## src/rtl/jt10_adpcm_gain_if.sv

```systemverilog
// Sample stream, register-write bus and gained L/R outputs of the ADPCM-A level/pan stage.
// The master side feeds channel slots and register writes; the slave side is the gain stage.
interface jt10_adpcm_gain_if;
    logic        cen;
    logic [5:0]  cur_ch;
    logic [15:0] pcm_in;
    logic [5:0]  atl;
    logic        up_wr;
    logic [2:0]  up_addr;
    logic [7:0]  up_din;
    logic [15:0] pcm_l;
    logic [15:0] pcm_r;
    logic [5:0]  out_ch;

    modport master (
        output cen, cur_ch, pcm_in, atl, up_wr, up_addr, up_din,
        input  pcm_l, pcm_r, out_ch
    );

    modport slave (
        input  cen, cur_ch, pcm_in, atl, up_wr, up_addr, up_din,
        output pcm_l, pcm_r, out_ch
    );
endinterface

```

## src/rtl/jt10_adpcm_gain.sv

```systemverilog
// ADPCM-A per-channel level and pan: 3-stage exponential gain with L/R split and channel tag.
// Define JT10_ADPCM_GAIN_ROUND_EN to round the mantissa product half up instead of truncating.
module jt10_adpcm_gain (
    input  logic               clk,
    input  logic               rst_n,
    jt10_adpcm_gain_if.slave   bus
);

    // Per-channel {pan_l, pan_r, -, lvl[4:0]}, flattened for the S1 read mux
    logic [47:0] cfg_flat;

    generate
        for (genvar gi = 0; gi < 6; gi++) begin : g_cfg
            logic [7:0] cfg_reg;
            always_ff @(posedge clk or negedge rst_n) begin
                if (!rst_n)
                    cfg_reg <= '0;
                else if (bus.up_wr && bus.up_addr == 3'(gi))
                    cfg_reg <= bus.up_din;
            end
            assign cfg_flat[gi*8 +: 8] = cfg_reg;
        end
    endgenerate

    // S1 channel decode and attenuation
    logic       ch_valid;
    logic [2:0] ch_idx;
    logic [7:0] ch_cfg;
    logic [6:0] att_next;

    always_comb begin
        ch_idx = '0;
        for (int i = 0; i < 6; i++)
            if (bus.cur_ch[i]) ch_idx = 3'(i);
        ch_valid = $onehot(bus.cur_ch);
        ch_cfg   = cfg_flat[{ch_idx, 3'b000} +: 8];
        att_next = 7'(6'd63 - bus.atl) + 7'(5'd31 - ch_cfg[4:0]);
    end

    logic signed [15:0] s1_pcm_reg;
    logic [6:0]         s1_att_reg;
    logic [1:0]         s1_pan_reg;
    logic [5:0]         s1_ch_reg;

    always_ff @(posedge clk or negedge rst_n) begin
        if (!rst_n) begin
            s1_pcm_reg <= '0;
            s1_att_reg <= '0;
            s1_pan_reg <= '0;
            s1_ch_reg  <= '0;
        end else if (bus.cen) begin
            if (ch_valid) begin
                s1_pcm_reg <= $signed(bus.pcm_in);
                s1_att_reg <= att_next;
                s1_pan_reg <= ch_cfg[7:6];
                s1_ch_reg  <= bus.cur_ch;
            end else begin
                s1_pcm_reg <= '0;
                s1_att_reg <= '0;
                s1_pan_reg <= '0;
                s1_ch_reg  <= '0;
            end
        end
    end

    // S2: fractional 0.75 dB steps via mantissa ROM
    logic [8:0]         mant;
    logic signed [24:0] prod;
    logic signed [24:0] prod_adj;
    logic signed [16:0] scaled_next;

    always_comb begin
        case (s1_att_reg[2:0])
            3'd0:    mant = 9'd256;
            3'd1:    mant = 9'd235;
            3'd2:    mant = 9'd215;
            3'd3:    mant = 9'd197;
            3'd4:    mant = 9'd181;
            3'd5:    mant = 9'd166;
            3'd6:    mant = 9'd152;
            default: mant = 9'd140;
        endcase
        prod = 25'(s1_pcm_reg) * $signed(25'({1'b0, mant}));
`ifdef JT10_ADPCM_GAIN_ROUND_EN
        prod_adj = prod + 25'sd128;
`else
        prod_adj = prod;
`endif
        scaled_next = 17'(prod_adj >>> 8);
    end

    logic signed [16:0] s2_scaled_reg;
    logic [3:0]         s2_shift_reg;
    logic [1:0]         s2_pan_reg;
    logic [5:0]         s2_ch_reg;

    always_ff @(posedge clk or negedge rst_n) begin
        if (!rst_n) begin
            s2_scaled_reg <= '0;
            s2_shift_reg  <= '0;
            s2_pan_reg    <= '0;
            s2_ch_reg     <= '0;
        end else if (bus.cen) begin
            s2_scaled_reg <= scaled_next;
            s2_shift_reg  <= s1_att_reg[6:3];
            s2_pan_reg    <= s1_pan_reg;
            s2_ch_reg     <= s1_ch_reg;
        end
    end

    // S3: 6 dB steps as arithmetic shift, then clamp to 16 bits
    logic signed [16:0] shifted_wide;
    logic [15:0]        shifted_sat;

    always_comb begin
        shifted_wide = s2_scaled_reg >>> s2_shift_reg;
        if (shifted_wide[16] != shifted_wide[15])
            shifted_sat = {shifted_wide[16], {15{~shifted_wide[16]}}};
        else
            shifted_sat = shifted_wide[15:0];
    end

    logic [15:0] pcm_l_reg;
    logic [15:0] pcm_r_reg;
    logic [5:0]  out_ch_reg;

    always_ff @(posedge clk or negedge rst_n) begin
        if (!rst_n) begin
            pcm_l_reg  <= '0;
            pcm_r_reg  <= '0;
            out_ch_reg <= '0;
        end else if (bus.cen) begin
            pcm_l_reg  <= s2_pan_reg[1] ? shifted_sat : 16'd0;
            pcm_r_reg  <= s2_pan_reg[0] ? shifted_sat : 16'd0;
            out_ch_reg <= s2_ch_reg;
        end
    end

    assign bus.pcm_l  = pcm_l_reg;
    assign bus.pcm_r  = pcm_r_reg;
    assign bus.out_ch = out_ch_reg;

endmodule

```

## src/flat_wrapper.sv

```systemverilog
// flat-port wrapper written by rule: the top's interface ports become plain ports
module jt10_adpcm_gain_flat 
  (clk, rst_n, bus_cen, bus_cur_ch, bus_pcm_in, bus_atl, bus_up_wr, bus_up_addr, bus_up_din, bus_pcm_l, bus_pcm_r, bus_out_ch);
  jt10_adpcm_gain_if bus_i ();
  input  logic clk;
  input  logic rst_n;
  input wire logic [$bits(bus_i.cen)-1:0] bus_cen;
  input wire logic [$bits(bus_i.cur_ch)-1:0] bus_cur_ch;
  input wire logic [$bits(bus_i.pcm_in)-1:0] bus_pcm_in;
  input wire logic [$bits(bus_i.atl)-1:0] bus_atl;
  input wire logic [$bits(bus_i.up_wr)-1:0] bus_up_wr;
  input wire logic [$bits(bus_i.up_addr)-1:0] bus_up_addr;
  input wire logic [$bits(bus_i.up_din)-1:0] bus_up_din;
  output wire logic [$bits(bus_i.pcm_l)-1:0] bus_pcm_l;
  output wire logic [$bits(bus_i.pcm_r)-1:0] bus_pcm_r;
  output wire logic [$bits(bus_i.out_ch)-1:0] bus_out_ch;
  assign bus_i.cen = bus_cen;
  assign bus_i.cur_ch = bus_cur_ch;
  assign bus_i.pcm_in = bus_pcm_in;
  assign bus_i.atl = bus_atl;
  assign bus_i.up_wr = bus_up_wr;
  assign bus_i.up_addr = bus_up_addr;
  assign bus_i.up_din = bus_up_din;
  assign bus_pcm_l = bus_i.pcm_l;
  assign bus_pcm_r = bus_i.pcm_r;
  assign bus_out_ch = bus_i.out_ch;
  jt10_adpcm_gain u_core (.clk(clk), .rst_n(rst_n), .bus(bus_i));
endmodule
```

## config.mk

```make
export PLATFORM = sky130hd
export DESIGN_NAME = jt10_adpcm_gain_flat
export DESIGN_NICKNAME = d
export VERILOG_FILES = /design/src/rtl/jt10_adpcm_gain_if.sv /design/src/rtl/jt10_adpcm_gain.sv /design/src/flat_wrapper.sv
export SDC_FILE = /design/constraint.sdc
export NUM_CORES = 1
export LEC_CHECK = 0
export ABC_AREA = 1
export CAP_MARGIN = 25
export CORE_MARGIN = 2
export CORE_UTILIZATION = 60
export DETAILED_ROUTE_END_ITERATION = 10
export PLACE_DENSITY = 0.81
export SETUP_SLACK_MARGIN = 0.15
export SLEW_MARGIN = 20
export SYNTH_ARGS = -nofsm -noshare
export SYNTH_HDL_FRONTEND = slang
export SYNTH_SLANG_ARGS = --single-unit
```

## constraint.sdc

```tcl
create_clock -name clk -period 8.65 [get_ports clk]
set_clock_uncertainty 0.05 [all_clocks]
set_input_delay 1.2975 -clock clk [delete_from_list [all_inputs] [get_ports clk]]
set_output_delay 1.2975 -clock clk [all_outputs]
set_load 0.005 [all_outputs]
```

Word-level counts from Yosys, hierarchy flattened
Index checks and enable logic that the tools add are counted.

Memories kept: 0. RAM bits: 0. ROM bits: 0. Register bits after elaboration: 146. Output and inout port bits: 38. Bits in latches: 0. Bits of input ports: 43. Word-level logic and storage cells: 63.

Reduce and logical (&&, ||, !) cells: 8. $add $sub $neg: 8. Multiply operators: 1. $lt $le $gt $ge: 0. Shifts and indexed selects: 2. Multiplexer cells: 13. Bitwise operators: 1. Equality and inequality tests: 13. Div/mod/pow operators: 0.

Operators with widths (number): $mux W16 (4); $pmux W9 S7 (1); $shiftx A48 B7 Y8 (1); $mul A16 B10 Y25 (1); $sshr A17 B4 Y17 (1); $eq A3 B3 Y1 const B (5); $eq A3 B2 Y1 const B (4); $mux W3 (4); $eq A3 B1 Y1 const B (3); $add A7 B7 Y7 (1); $mux W7 (1); $sub A6 B6 Y7 const A (1); $add A1 B1 Y2 (3); $add A3 B3 Y3 (2); $logic_and A1 B1 Y1 (6); $logic_not A3 Y1 (2); $mux W6 (1); $sub A5 B5 Y6 const A (1); $mux W2 (1); $mux W1 (1); $ne A1 B1 Y1 (1); $not A1 Y1 (1).

Logic depth before layout (Yosys ltp)
Gate-level depths: netlist of the first run.

Depth in word-level cells: 9. Mapped depth: 28. Mapped depth without buffers: 27.

Least setup slack after synthesis of the first run
Ideal clock, no wire load.

Path type: register -> register. Start point: register u_core.s1_att_reg[2]. End point: register u_core.s2_scaled_reg[16]. Required time: 8.482 ns. Data arrival time: 5.234 ns. Slack: 3.248 ns. Stages on the path, launching flop included: 24. Period minus slack after synthesis: 5.402 ns. Path through: dfrtp_1 -> o21ai_0 -> nand2_1 -> inv_1 -> clkbuf_1 -> nand2_1 -> fa_1 -> inv_1 -> fa_1 -> fa_1 -> fa_1 -> inv_1 -> fa_1 -> inv_1 -> ha_1 -> a21oi_1 -> a21boi_0 -> o21ai_0 -> inv_1 -> nor2_1 -> nor2_1 -> nand3_1 -> nand3_1 -> nand2_1.

Longest elaborated chain between the ends: 3.

RTL lines: start, declared (RTL line jt10_adpcm_gain.sv:41) `logic [6:0] s1_att_reg;`; start signal, assigned (RTL line jt10_adpcm_gain.sv:54) `s1_att_reg <= att_next;`; $eq A3 B3 Y1 (tied with other cells) (RTL line jt10_adpcm_gain.sv:73) `case (s1_att_reg[2:0])`; $pmux W9 S7 (*) (RTL line jt10_adpcm_gain.sv:73); $mul A16 B10 Y25 (*) (RTL line jt10_adpcm_gain.sv:83) `prod = 25'(s1_pcm_reg) * $signed(25'({1'b0, mant}));`; end signal, assigned (RTL line jt10_adpcm_gain.sv:104) `s2_scaled_reg <= scaled_next;`; end, declared (RTL line jt10_adpcm_gain.sv:92) `logic signed [16:0] s2_scaled_reg;`.

Every way passes the cells marked *; elsewhere a longest branch is shown, timed or not. A chain may end at the register's enable or synchronous reset.

Final worst setup path of the first run
Same ends and word-level chain as after synthesis.

==> results of run 1 <==
[layout make-up]
class	count	area, um2
Multi-Input combinational cell	1073	7159
Fill cell	1592	5958
Sequential cell	140	3503
Inverter	285	1070
Timing Repair Buffer	86	852.1
Clock buffer	18	439.2
Tap cell	265	331.6
Clock inverter	14	148.9
[layout by cell type, fill, tap and decap left out, drive strengths merged]
master,n
a21boi,2
a21o,3
a21oi,32
a22o,1
a31oi,5
buf,9
bufinv,1
clkbuf,18
clkdlybuf4s50,77
clkinv,3
clkinvlp,4
dfrtp,140
fa,121
ha,63
inv,291
mux2i,3
nand2,445
nand3,58
nand3b,2
nand4,3
nor2,120
nor3,9
nor4,4
o211ai,5
o21ai,164
o21bai,9
o221ai,2
o22ai,1
o31ai,8
or2,3
xnor2,8
xor2,2
[power breakdown]
group | internal, mW | switching, mW
clock | 0.415 | 0.321
sequential | 0.781 | 0.113
combinational | 0.462 | 0.826
[worst max-delay path by stage]
stage | from | to | slack, ns | cells after the start
6_report | u_core.s1_att_reg[2] | u_core.s2_scaled_reg[16] | 2.07 | 25
5_1_grt | u_core.s1_att_reg[2] | u_core.s2_scaled_reg[16] | 1.70 | 25
4_1_cts | u_core.s1_att_reg[2] | u_core.s2_scaled_reg[16] | 2.28 | 25
3_5_place_dp | u_core.s1_att_reg[2] | u_core.s2_scaled_reg[16] | 2.38 | 25
3_3_place_gp | u_core.s1_att_reg[2] | u_core.s2_scaled_reg[15] | 2.44 | 21
2_1_floorplan | u_core.s1_att_reg[2] | u_core.s2_scaled_reg[16] | 3.25 | 23
[metrics by stage]
| stage | worst slack (ns) | utilization | cell area, um2 | hold WS [ns] | cells |
|---|---|---|---|---|---|
| after floorplan | 3.248 | - | 11920 | 0.3917 | 1546 |
| after global placement | 2.443 | 0.6626 | 12900 | 0.4047 | 1848 |
| after detailed placement | 2.377 | 0.6636 | 12920 | 0.4191 | 1849 |
| after CTS | 2.282 | 0.6939 | 13500 | 0.4364 | 1881 |
| after global routing | 1.697 | 0.6939 | 13500 | 0.4517 | 1881 |
| final | 2.068 | 0.6939 | 13500 | 0.4320 | 1881 |
[kinds of logic (layout without fill, tap and decap cells)]
| logic type | count (synthesis) | count (layout) | synth area share |
|---|---|---|---|
| AND/OR/NAND/NOR | 644 | 644 | 0.2144 |
| XOR/XNOR | 10 | 10 | 0.007346 |
| AO/OA/AOI/OAI | 232 | 232 | 0.1065 |
| multiplexers | 3 | 3 | 0.002518 |
| adder cells (fa/ha/maj) | 184 | 184 | 0.2693 |
| flip-flops | 140 | 140 | 0.2938 |
| buffers and inverters | 333 | 403 | 0.1062 |
[metal layers]
metal | global-route usage | vias up | wire length (um)
met5 | 0 | - | 0
met2 | 0.4921 | 421 | 13700
li1 | - | 4880 | -
met4 | 0.07723 | 0 | 551
met1 | 0.3758 | 4952 | 11640
met3 | 0.04906 | 57 | 2138
[worst max-delay path: cells and delay by family, from the launching register on]
kind	cells	cell delay, ns
buffers and inverters	8	0.91
adder cells (fa/ha/maj)	6	2.93
flip-flops	1	0.46
AND/OR/NAND/NOR	11	2.11
==> summary.log, run 1 <==
[clock_network] H-tree depth 4
[routing] number of vias in the routed layout 10,310
[placement] Detail Placement HPWL 20,950 um
[power] Final Power 2.918 mW
[synthesis] fraction of registers with async set or reset after synthesis 1.000
[floorplanning] number of I/O pins 81
[synthesis] mean cell area of the mapped netlist 7.713 um2
[synthesis] cell accounting for the most synthesized area dfrtp_1
[final_layout] share of cells above drive strength 1 0.03899
[routing] ANT nets after route 0
[critical_path] maximum net fanout on the critical path 10
[timing] number of failing hold endpoints at the final stage 0
[clock_network] clock root buffer clkbuf_16
[timing] total setup violations reported at the end of the flow 0
[timing] pin slew with the least headroom to its limit 0.9151 ns
[floorplanning] starting density of the core 0.6127
[routing] Vias per Instance 5.481
[final_layout] Largest register FFs 42
[timing] remaining max-slew budget at the tightest pin 0.3866
[clock_network] number of cells upsized or downsized after cts 0
[synthesis] commonest cells in the synthesized netlist nand2_1, inv_1, o21ai_0
[timing] Period Utilization, post-route 0.7609
[synthesis] post-synth cell types 40
[critical_path] slowest stage cell, crit path nor2_1
[placement] number of buffers added on ports 79
[critical_path] Critical Path Most Common Cell inv_1
[floorplanning] Die Footprint 21,020 um2
[synthesis] proportion of netlist area held by the largest area contributor 0.2938
[critical_path] worst endpoint data arrival time 6.86 ns
[synthesis] most frequently used flop master after synthesis dfrtp_1
[final_layout] Ant. Diodes 0
[clock_network] maximum buffer depth of the clock tree 2
[power] power density of the placed cells 216.1 nW/um2
[worst_hold_path] class of the worst hold path flop to flop
[worst_hold_path] Worst Hold Depth 2
[final_layout] number of nets in the layout 1,830
[clock_network] CTS tree yes
[critical_path] endpoint required time on the critical path 8.93 ns
[grt] Overflow after GRT 0
[grt] first-pass GRT wire length 48,920 um
[timing] Min Clock Period, post-route 6.582 ns
[critical_path] number of cells on the worst reg-to-reg path 25
[synthesis] number of synthesized flops with an enable pin 0
[routing] number of iterations in the first detailed-routing pass 8
[timing] final max-slew violation count 0
[placement] RePlAce Congestion 0.9118
[clock_network] clock net sink count 140
[status] run status finished clean
[timing] RSZ-0062 raised after global routing no
[clock_network] CTS clock-pin slew for the worst setup and hold paths 0.07 ns
[timing] accumulated negative setup slack 0 ns
[floorplanning] std cell rows 51
[synthesis] number of warnings printed during yosys synthesis 0
[floorplanning] Chip Width 145.0 um
[floorplanning] height of the die 145.0 um
[critical_path] worst stage delay on the critical path 0.69 ns
[synthesis] most frequent cell after synthesis nand2_1
[clock_network] clock buffer count from CTS 17
[synthesis] cells taking the most area after synthesis dfrtp_1, fa_1, nand2_1
[synthesis] cell count after synthesis 1,546
[grt] vias in the first global route 10,330
[worst_hold_path] hold path startpoint u_core.bus.out_ch[2]
[power] leakage power total 7.028 nW
[critical_path] r2r startpoint u_core.s1_att_reg[2]
[worst_hold_path] Hold Crit Endpoint u_core.bus.out_ch[2]
[job] maxcap violations 0
[routing] residual DRC count 0
[routing] average detailed-routed wire length per instance 14.90 um
[critical_path] slack of the worst reg-to-reg path 2.07 ns
[floorplanning] Core Footprint 19,460 um2
[timing] Max Clock Freq 151.9 MHz
[final_layout] synthesis-to-finish area growth 13.25%
[critical_path] WS Path Type flop to flop
[routing] DRT iter0 DRCs 837
[routing] final wirelength 28,030 um
[clock_network] buffers inserted by post-CTS timing repair 0
[grt] maximum number of pins on one net before global-route repair 74
[synthesis] synthesis-stage register bit count 140
[grt] global router's overall resource usage 0.2857
[synthesis] netlist area before placement 11,920 um2
[clock_network] Post-CTS Hold Buffers 0
[critical_path] category of the worst setup path capture point flop
[synthesis] fraction of the yosys area taken by sequential cells 0.2938
[critical_path] startpoint types flop
[clock_network] insertion delay to the later sink of the worst-skew pair 0.44 ns
[synthesis] post-synthesis net count 1,773
[power] worst vdd ir 0.0002015 V
[grt] number of antenna violations at the first check in global routing 0
[critical_path] worst reg2reg endpoint u_core.s2_scaled_reg[16]
No activity file was read; power rests on OpenSTA's default activity.
==> inputs of run 2 (changes only) <==
clock period = 6.85 ns   (was 8.65 ns; I/O delays follow)
==> run 2 against run 1 <==
Cell count is 0.27% higher. Fmax grew 9.7%. Utilization is 0.22 points higher. Critical path type unchanged. Largest cell class unchanged.
==> summary.log, run 2 (synthesis results as in run 1) <==
[timing] Max Clock Freq 166.7 MHz [+9.7%]
[power] power density of the placed cells 273.3 nW/um2 [+26%]
[clock_network] Post-CTS Hold Buffers 0 [unchanged]
[clock_network] buffers inserted by post-CTS timing repair 0 [unchanged]
[routing] ANT nets after route 0 [unchanged]
[routing] residual DRC count 0 [unchanged]
[grt] global router's overall resource usage 0.2857 [about the same]
[power] Final Power 3.702 mW [+27%]
[routing] number of iterations in the first detailed-routing pass 5 [-3]
[critical_path] WS Path Type flop to flop
[floorplanning] Die Footprint 21,020 um2 [unchanged]
[critical_path] maximum net fanout on the critical path 12 [+2]
[grt] Overflow after GRT 0 [unchanged]
[critical_path] startpoint types flop
[clock_network] insertion delay to the later sink of the worst-skew pair 0.44 ns [about the same]
[power] share of total power consumed by net switching 0.4320 [about the same]
[placement] Detail Placement HPWL 20,870 um [-0.37%]
[critical_path] Critical path buffers and inverters 5 [-3]
[final_layout] combined area of the multi-input logic cells 7159 um2 [unchanged]
[critical_path] slowest stage cell, crit path fa_1
[critical_path] worst endpoint data arrival time 6.27 ns [-0.59 ns]
[clock_network] H-tree depth 4 [unchanged]
[final_layout] Largest register FFs 42 [unchanged]
[final_layout] Ant. Diodes 0 [unchanged]
[floorplanning] starting density of the core 0.6127 [unchanged]
[clock_network] clock root buffer clkbuf_16
[grt] number of antenna violations at the first check in global routing 0 [unchanged]
[clock_network] CTS clock-pin slew for the worst setup and hold paths 0.06 ns [about the same]
[worst_hold_path] class of the worst hold path flop to flop
[critical_path] CP cell instances o21ai_0 > nand2_1 > inv_1 > nand2_1 > fa_1 > inv_1 > fa_1 > fa_1 > fa_1 > inv_1 > fa_1 > inv_1 > ha_1 > a21oi_1 > a21boi_0 > o21bai_1 > inv_1 > nor2_1 > nor2_1 > nand3_1 > nand3_1 > nand2_1
[routing] final wirelength 28,010 um [about the same]
[final_layout] number of nets in the layout 1,835 [+0.27%]
[clock_network] clock net sink count 140 [unchanged]
[clock_network] clock buffer count from CTS 17 [unchanged]
[critical_path] worst stage delay on the critical path 0.56 ns [-0.13 ns]
[job] maxcap violations 0 [unchanged]
[floorplanning] number of I/O pins 81 [unchanged]
[floorplanning] height of the die 145.0 um [unchanged]
[final_layout] fill cell total of the finished layout 1,585 [-0.44%]
[routing] Vias per Instance 5.409 [-1.3%]
[grt] first-pass GRT wire length 49,030 um [+0.22%]
[timing] remaining max-slew budget at the tightest pin 0.3933 [+0.006763]
[timing] RSZ-0062 raised after global routing no
[timing] accumulated negative setup slack 0 ns [unchanged]
[timing] number of failing hold endpoints at the final stage 0 [unchanged]
[routing] average detailed-routed wire length per instance 14.85 um [-0.34%]
[routing] DRT iter0 DRCs 940 [+12%]
[grt] vias in the first global route 10,340 [+0.11%]
[timing] Min Clock Period, post-route 6.000 ns [-0.5820 ns]
[power] power share of the combinational group 0.442 [about the same]
[critical_path] category of the worst setup path capture point flop
[timing] final max-slew violation count 0 [unchanged]
[routing] number of vias in the routed layout 10,200 [-1.0%]
[final_layout] share of cells above drive strength 1 0.04195 [+0.002964]
[clock_network] maximum buffer depth of the clock tree 2 [unchanged]
[final_layout] top library cells by usage in the layout, fill and taps aside nand2_1, inv_1, o21ai_0
[final_layout] synthesis-to-finish area growth 13.61%
[power] internal power 2.103 mW [+27%]
[power] net load switching power 1.599 mW [+27%]
[floorplanning] Chip Width 145.0 um [unchanged]
[final_layout] footprint of the flip-flops and latches 3503 um2 [unchanged]
[critical_path] family with the most delay on the worst path adder cells
[placement] RePlAce Congestion 0.9199 [+0.89%]
[clock_network] number of cells upsized or downsized after cts 0 [unchanged]
[final_layout] commonest non-fill, non-tap cell in the layout nand2_1
[power] part of the power in registers 0.304 [-0.003]
[timing] Period Utilization, post-route 0.8759 [+0.1150]
[status] run status finished clean
[grt] maximum number of pins on one net before global-route repair 76 [+2.7%]
[timing] total setup violations reported at the end of the flow 0 [unchanged]
[critical_path] endpoint required time on the critical path 7.12 ns [-1.81 ns]
[power] worst vdd ir 0.0002064 V [+2.5%]
[timing] pin slew with the least headroom to its limit 0.9100 ns [-0.005159 ns]
[power] clock network fraction of total power 0.254 [+0.002]
[floorplanning] Core Footprint 19,460 um2 [unchanged]
[power] leakage power total 7.061 nW [+0.46%]
[floorplanning] std cell rows 51 [unchanged]
[placement] number of buffers added on ports 79 [unchanged]
[clock_network] CTS tree yes
==> run 2: worst register-to-register path, cell delays in order, from the launching register on <==
cell and delay (ns):
dfrtp_1 0.44, o21ai_0 0.25, nand2_1 0.21, inv_1 0.38, nand2_1 0.15, fa_1 0.56
inv_1 0.06, fa_1 0.53, fa_1 0.44, fa_1 0.54, inv_1 0.05, fa_1 0.54
inv_1 0.04, ha_1 0.35, a21oi_1 0.19, a21boi_0 0.45, o21bai_1 0.11, inv_1 0.11
nor2_1 0.08, nor2_1 0.13, nand3_1 0.10, nand3_1 0.09, nand2_1 0.06
==> run 2: stage by stage <==
stage | setup WS [ns] | area [um2] | hold WS, ns | utilization | cells
global placement | 0.9719 | 12930 | 0.4047 | 0.6645 | 1853
detailed placement | 0.8985 | 12950 | 0.4185 | 0.6656 | 1854
floorplan | 1.448 | 11920 | 0.3917 | - | 1546
finish | 0.8499 | 13550 | 0.4317 | 0.6960 | 1886
global route | 0.3936 | 13550 | 0.4536 | 0.6960 | 1886
CTS | 0.8886 | 13550 | 0.4346 | 0.6960 | 1886
==> run 2: power by group through the flow <==
stage	sequential, mW	combinational [mW]	clock, mW
2_1_floorplan	1.08	1.18	0
3_3_place_gp	1.13	1.56	0
6_report	1.13	1.63	0.940
5_1_grt	1.15	1.87	0.978
4_1_cts	1.12	1.63	0.939
3_5_place_dp	1.14	1.61	0
==> run 2: per-layer routing <==
metal / GRT usage / share of wire / vias up
met4: 0.1020 / 0.030 / 0
met1: 0.3793 / 0.42 / 4894
met2: 0.4769 / 0.47 / 358
met3: 0.04843 / 0.071 / 71
li1: - / - / 4879
met5: 0 / 0 / -
==> run 2: layout make-up <==
class                           count  share of cell area
Clock buffer                       18             0.03242
Clock inverter                     14             0.01136
Inverter                          285             0.07897
Multi-Input combinational cell   1073              0.5285
Sequential cell                   140              0.2586
Tap cell                          265             0.02448
Timing Repair Buffer               91             0.06567
==> run 2: worst paths after layout <==
| path | endpoint | from | depth (start not counted) | slack [ns] |
|---|---|---|---|---|
| max | u_core.s2_scaled_reg[15] | u_core.s1_att_reg[2] | 22 | 0.85 |
| min | u_core.bus.pcm_r[12] | u_core.bus.pcm_r[12] | 2 | 0.43 |
| max reg2reg | u_core.s2_scaled_reg[15] | u_core.s1_att_reg[2] | 22 | 0.85 |
| min reg2reg | u_core.bus.pcm_r[12] | u_core.bus.pcm_r[12] | 2 | 0.43 |
| max in group asynchronous | u_core.s1_ch_reg[4] | rst_n | 2 | 4.85 |
| min in group asynchronous | u_core.s1_pcm_reg[2] | rst_n | 1 | 0.53 |
==> inputs of run 3 (changes only) <==
CAP_MARGIN = 40   (was 25)
==> run 3 against run 2 <==
Die area stayed put. Fmax is 0.83% lower. Sequential cell count stayed put. Non-clock buffer count is 1 higher. First-iteration DRC count is 14% lower. Routed wire length is 0.62% lower. Clock power is 0.4% lower. Critical path depth stayed put. Global-route usage is 0.20 points lower. Critical path type unchanged.
==> summary.log, run 3 (synthesis results as in run 1) <==
[power] leakage power total 7.079 nW [+0.26%]
[floorplanning] starting density of the core 0.6127 [unchanged]
[clock_network] CTS clock-pin slew for the worst setup and hold paths 0.06 ns [about the same]
[placement] number of buffers added on ports 79 [unchanged]
[critical_path] worst endpoint data arrival time 6.32 ns [+0.05 ns]
[power] worst vdd ir 0.0001988 V [-3.7%]
[timing] accumulated negative setup slack 0 ns [unchanged]
[floorplanning] Core Footprint 19,460 um2 [unchanged]
[timing] Period Utilization, post-route 0.8832 [+0.007308]
[clock_network] clock net sink count 140 [unchanged]
[critical_path] CP cell instances o21ai_0 > nand2_1 > inv_1 > nand2_1 > fa_1 > inv_1 > fa_1 > fa_1 > fa_1 > inv_1 > fa_1 > inv_1 > ha_1 > a21oi_1 > a21boi_0 > o21bai_1 > inv_1 > nor2_1 > nor2_1 > nand3_1 > nand3_1 > nand2_1
[routing] DRT iter0 DRCs 807 [-14%]
[routing] average detailed-routed wire length per instance 14.75 um [-0.68%]
[timing] final max-slew violation count 0 [unchanged]
[final_layout] Ant. Diodes 0 [unchanged]
[routing] Vias per Instance 5.434 [+0.46%]
[routing] number of vias in the routed layout 10,250 [+0.51%]
[grt] vias in the first global route 10,310 [-0.35%]
[critical_path] worst stage delay on the critical path 0.55 ns [about the same]
[clock_network] clock root buffer clkbuf_16
[floorplanning] number of I/O pins 81 [unchanged]
[final_layout] commonest non-fill, non-tap cell in the layout nand2_1
[critical_path] startpoint types flop
[grt] maximum number of pins on one net before global-route repair 67 [-12%]
[floorplanning] std cell rows 51 [unchanged]
[timing] Max Clock Freq 165.3 MHz [-0.83%]
[critical_path] family with the most delay on the worst path adder cells
[floorplanning] height of the die 145.0 um [unchanged]
[routing] number of iterations in the first detailed-routing pass 6 [+1]
[final_layout] number of nets in the layout 1,836 [+0.054%]
[clock_network] maximum buffer depth of the clock tree 2 [unchanged]
[routing] final wirelength 27,840 um [-0.62%]
[grt] first-pass GRT wire length 48,680 um [-0.72%]
[job] maxcap violations 0 [unchanged]
[critical_path] category of the worst setup path capture point flop
[placement] RePlAce Congestion 0.9199 [unchanged]
[timing] remaining max-slew budget at the tightest pin 0.4692 [+0.07586]
[critical_path] maximum net fanout on the critical path 12 [unchanged]
[final_layout] fin area 13,570 um2 [+0.20%]
[floorplanning] Die Footprint 21,020 um2 [unchanged]
[power] part of the power in registers 0.304 [about the same]
[clock_network] buffers inserted by post-CTS timing repair 0 [unchanged]
[power] internal power 2.106 mW [+0.14%]
[clock_network] clock buffer count from CTS 17 [unchanged]
[power] net load switching power 1.594 mW [-0.34%]
[clock_network] number of cells upsized or downsized after cts 0 [unchanged]
[power] clock network fraction of total power 0.253 [about the same]
[power] power density of the placed cells 272.5 nW/um2 [-0.27%]
[grt] number of antenna violations at the first check in global routing 0 [unchanged]
[placement] Placement Cell Area 12,980 um2 [+0.21%]
[final_layout] Largest register FFs 42 [unchanged]
[clock_network] Post-CTS Hold Buffers 0 [unchanged]
[routing] residual DRC count 0 [unchanged]
[placement] worst slack after detailed placement 0.9060 ns [+0.007451 ns]
[grt] global router's overall resource usage 0.2837 [-0.001993]
[timing] pin slew with the least headroom to its limit 0.7953 ns [-0.1147 ns]
[timing] number of failing hold endpoints at the final stage 0 [unchanged]
[floorplanning] Chip Width 145.0 um [unchanged]
[routing] ANT nets after route 0 [unchanged]
[critical_path] Critical path buffers and inverters 5 [unchanged]
[final_layout] top library cells by usage in the layout, fill and taps aside nand2_1, inv_1, o21ai_0
[clock_network] CTS tree yes
[critical_path] WS Path Type flop to flop
[clock_network] insertion delay to the later sink of the worst-skew pair 0.44 ns [about the same]
[final_layout] synthesis-to-finish area growth 13.84%
[power] share of total power consumed by net switching 0.4308 [-0.001174]
[timing] Setup WS post-layout 0.7999 ns [-0.05006 ns]
[critical_path] endpoint required time on the critical path 7.12 ns [about the same]
[timing] total setup violations reported at the end of the flow 0 [unchanged]
[worst_hold_path] class of the worst hold path flop to flop
[timing] RSZ-0062 raised after global routing no
[critical_path] slowest stage cell, crit path fa_1
[timing] Min Clock Period, post-route 6.050 ns [+0.05006 ns]
[grt] Overflow after GRT 0 [unchanged]
[final_layout] share of cells above drive strength 1 0.04254 [+0.0005907]
[status] run status finished clean
[placement] Detail Placement HPWL 20,840 um [-0.12%]
[power] power share of the combinational group 0.443 [about the same]
[clock_network] H-tree depth 4 [unchanged]
-- run 3: cell count changes in the layout (fill, tap and decap cells not counted) --
| cell | delta |
|---|---|
| clkinv_2 | +1 |
| inv_8 | +1 |
| buf_16 | +1 |
| clkinvlp_4 | -1 |
| clkinv_4 | -1 |
-- run 3: worst min-delay path, cell delays in order (launching register included) --
cell	delay [ns]
dfrtp_1	0.34
nand2_1	0.05
o21ai_0	0.06
-- run 3: metrics by stage --
| step | total power, mW | utilization | instances | hold WS (ns) |
|---|---|---|---|---|
| 6_report | 3.699 | 0.6975 | 1887 | 0.4281 |
| 3_5_place_dp | 2.748 | 0.6670 | 1855 | 0.4172 |
| 3_3_place_gp | 2.693 | 0.6645 | 1853 | 0.4047 |
| 4_1_cts | 3.700 | 0.6975 | 1887 | 0.4325 |
| 5_1_grt | 4.005 | 0.6975 | 1887 | 0.4567 |
| 2_1_floorplan | 2.267 | - | 1546 | 0.3917 |
-- run 3: cell type report --
type	count	area, um2
Timing Repair Buffer	92	917.1
Inverter	285	1070
Fill cell	1609	5888
Tap cell	265	331.6
Multi-Input combinational cell	1073	7159
Clock inverter	14	153.9
Clock buffer	18	439.2
Sequential cell	140	3503
-- run 3: per-layer routing --
metal	share of wire	routed length, um	track usage
met5	0	0	0
met4	0.020	553	0.08812
met3	0.066	1851	0.04528
met2	0.49	13610	0.4819
met1	0.42	11820	0.3768
-- run 3: path summary, 6_finish.rpt --
check	from	end	slack, ns	depth (start not counted)
worst min register to register	u_core.s1_ch_reg[3]	u_core.s2_ch_reg[3]	0.43	2
max in group asynchronous	rst_n	u_core.s1_ch_reg[4]	5.17	3
worst max-delay path	u_core.s1_att_reg[2]	u_core.s2_scaled_reg[15]	0.80	22
worst min-delay path	u_core.s1_ch_reg[3]	u_core.s2_ch_reg[3]	0.43	2
worst max register to register	u_core.s1_att_reg[2]	u_core.s2_scaled_reg[15]	0.80	22
min in group asynchronous	rst_n	u_core.s1_pcm_reg[0]	0.52	1
-- run 3: power groups by stage --
stage | combinational (mW) | sequential, mW | clock [mW]
after global routing | 1.88 | 1.15 | 0.981
final | 1.64 | 1.13 | 0.936
after CTS | 1.63 | 1.12 | 0.945
after detailed placement | 1.61 | 1.14 | 0
after floorplan | 1.18 | 1.08 | 0
after global placement | 1.56 | 1.13 | 0
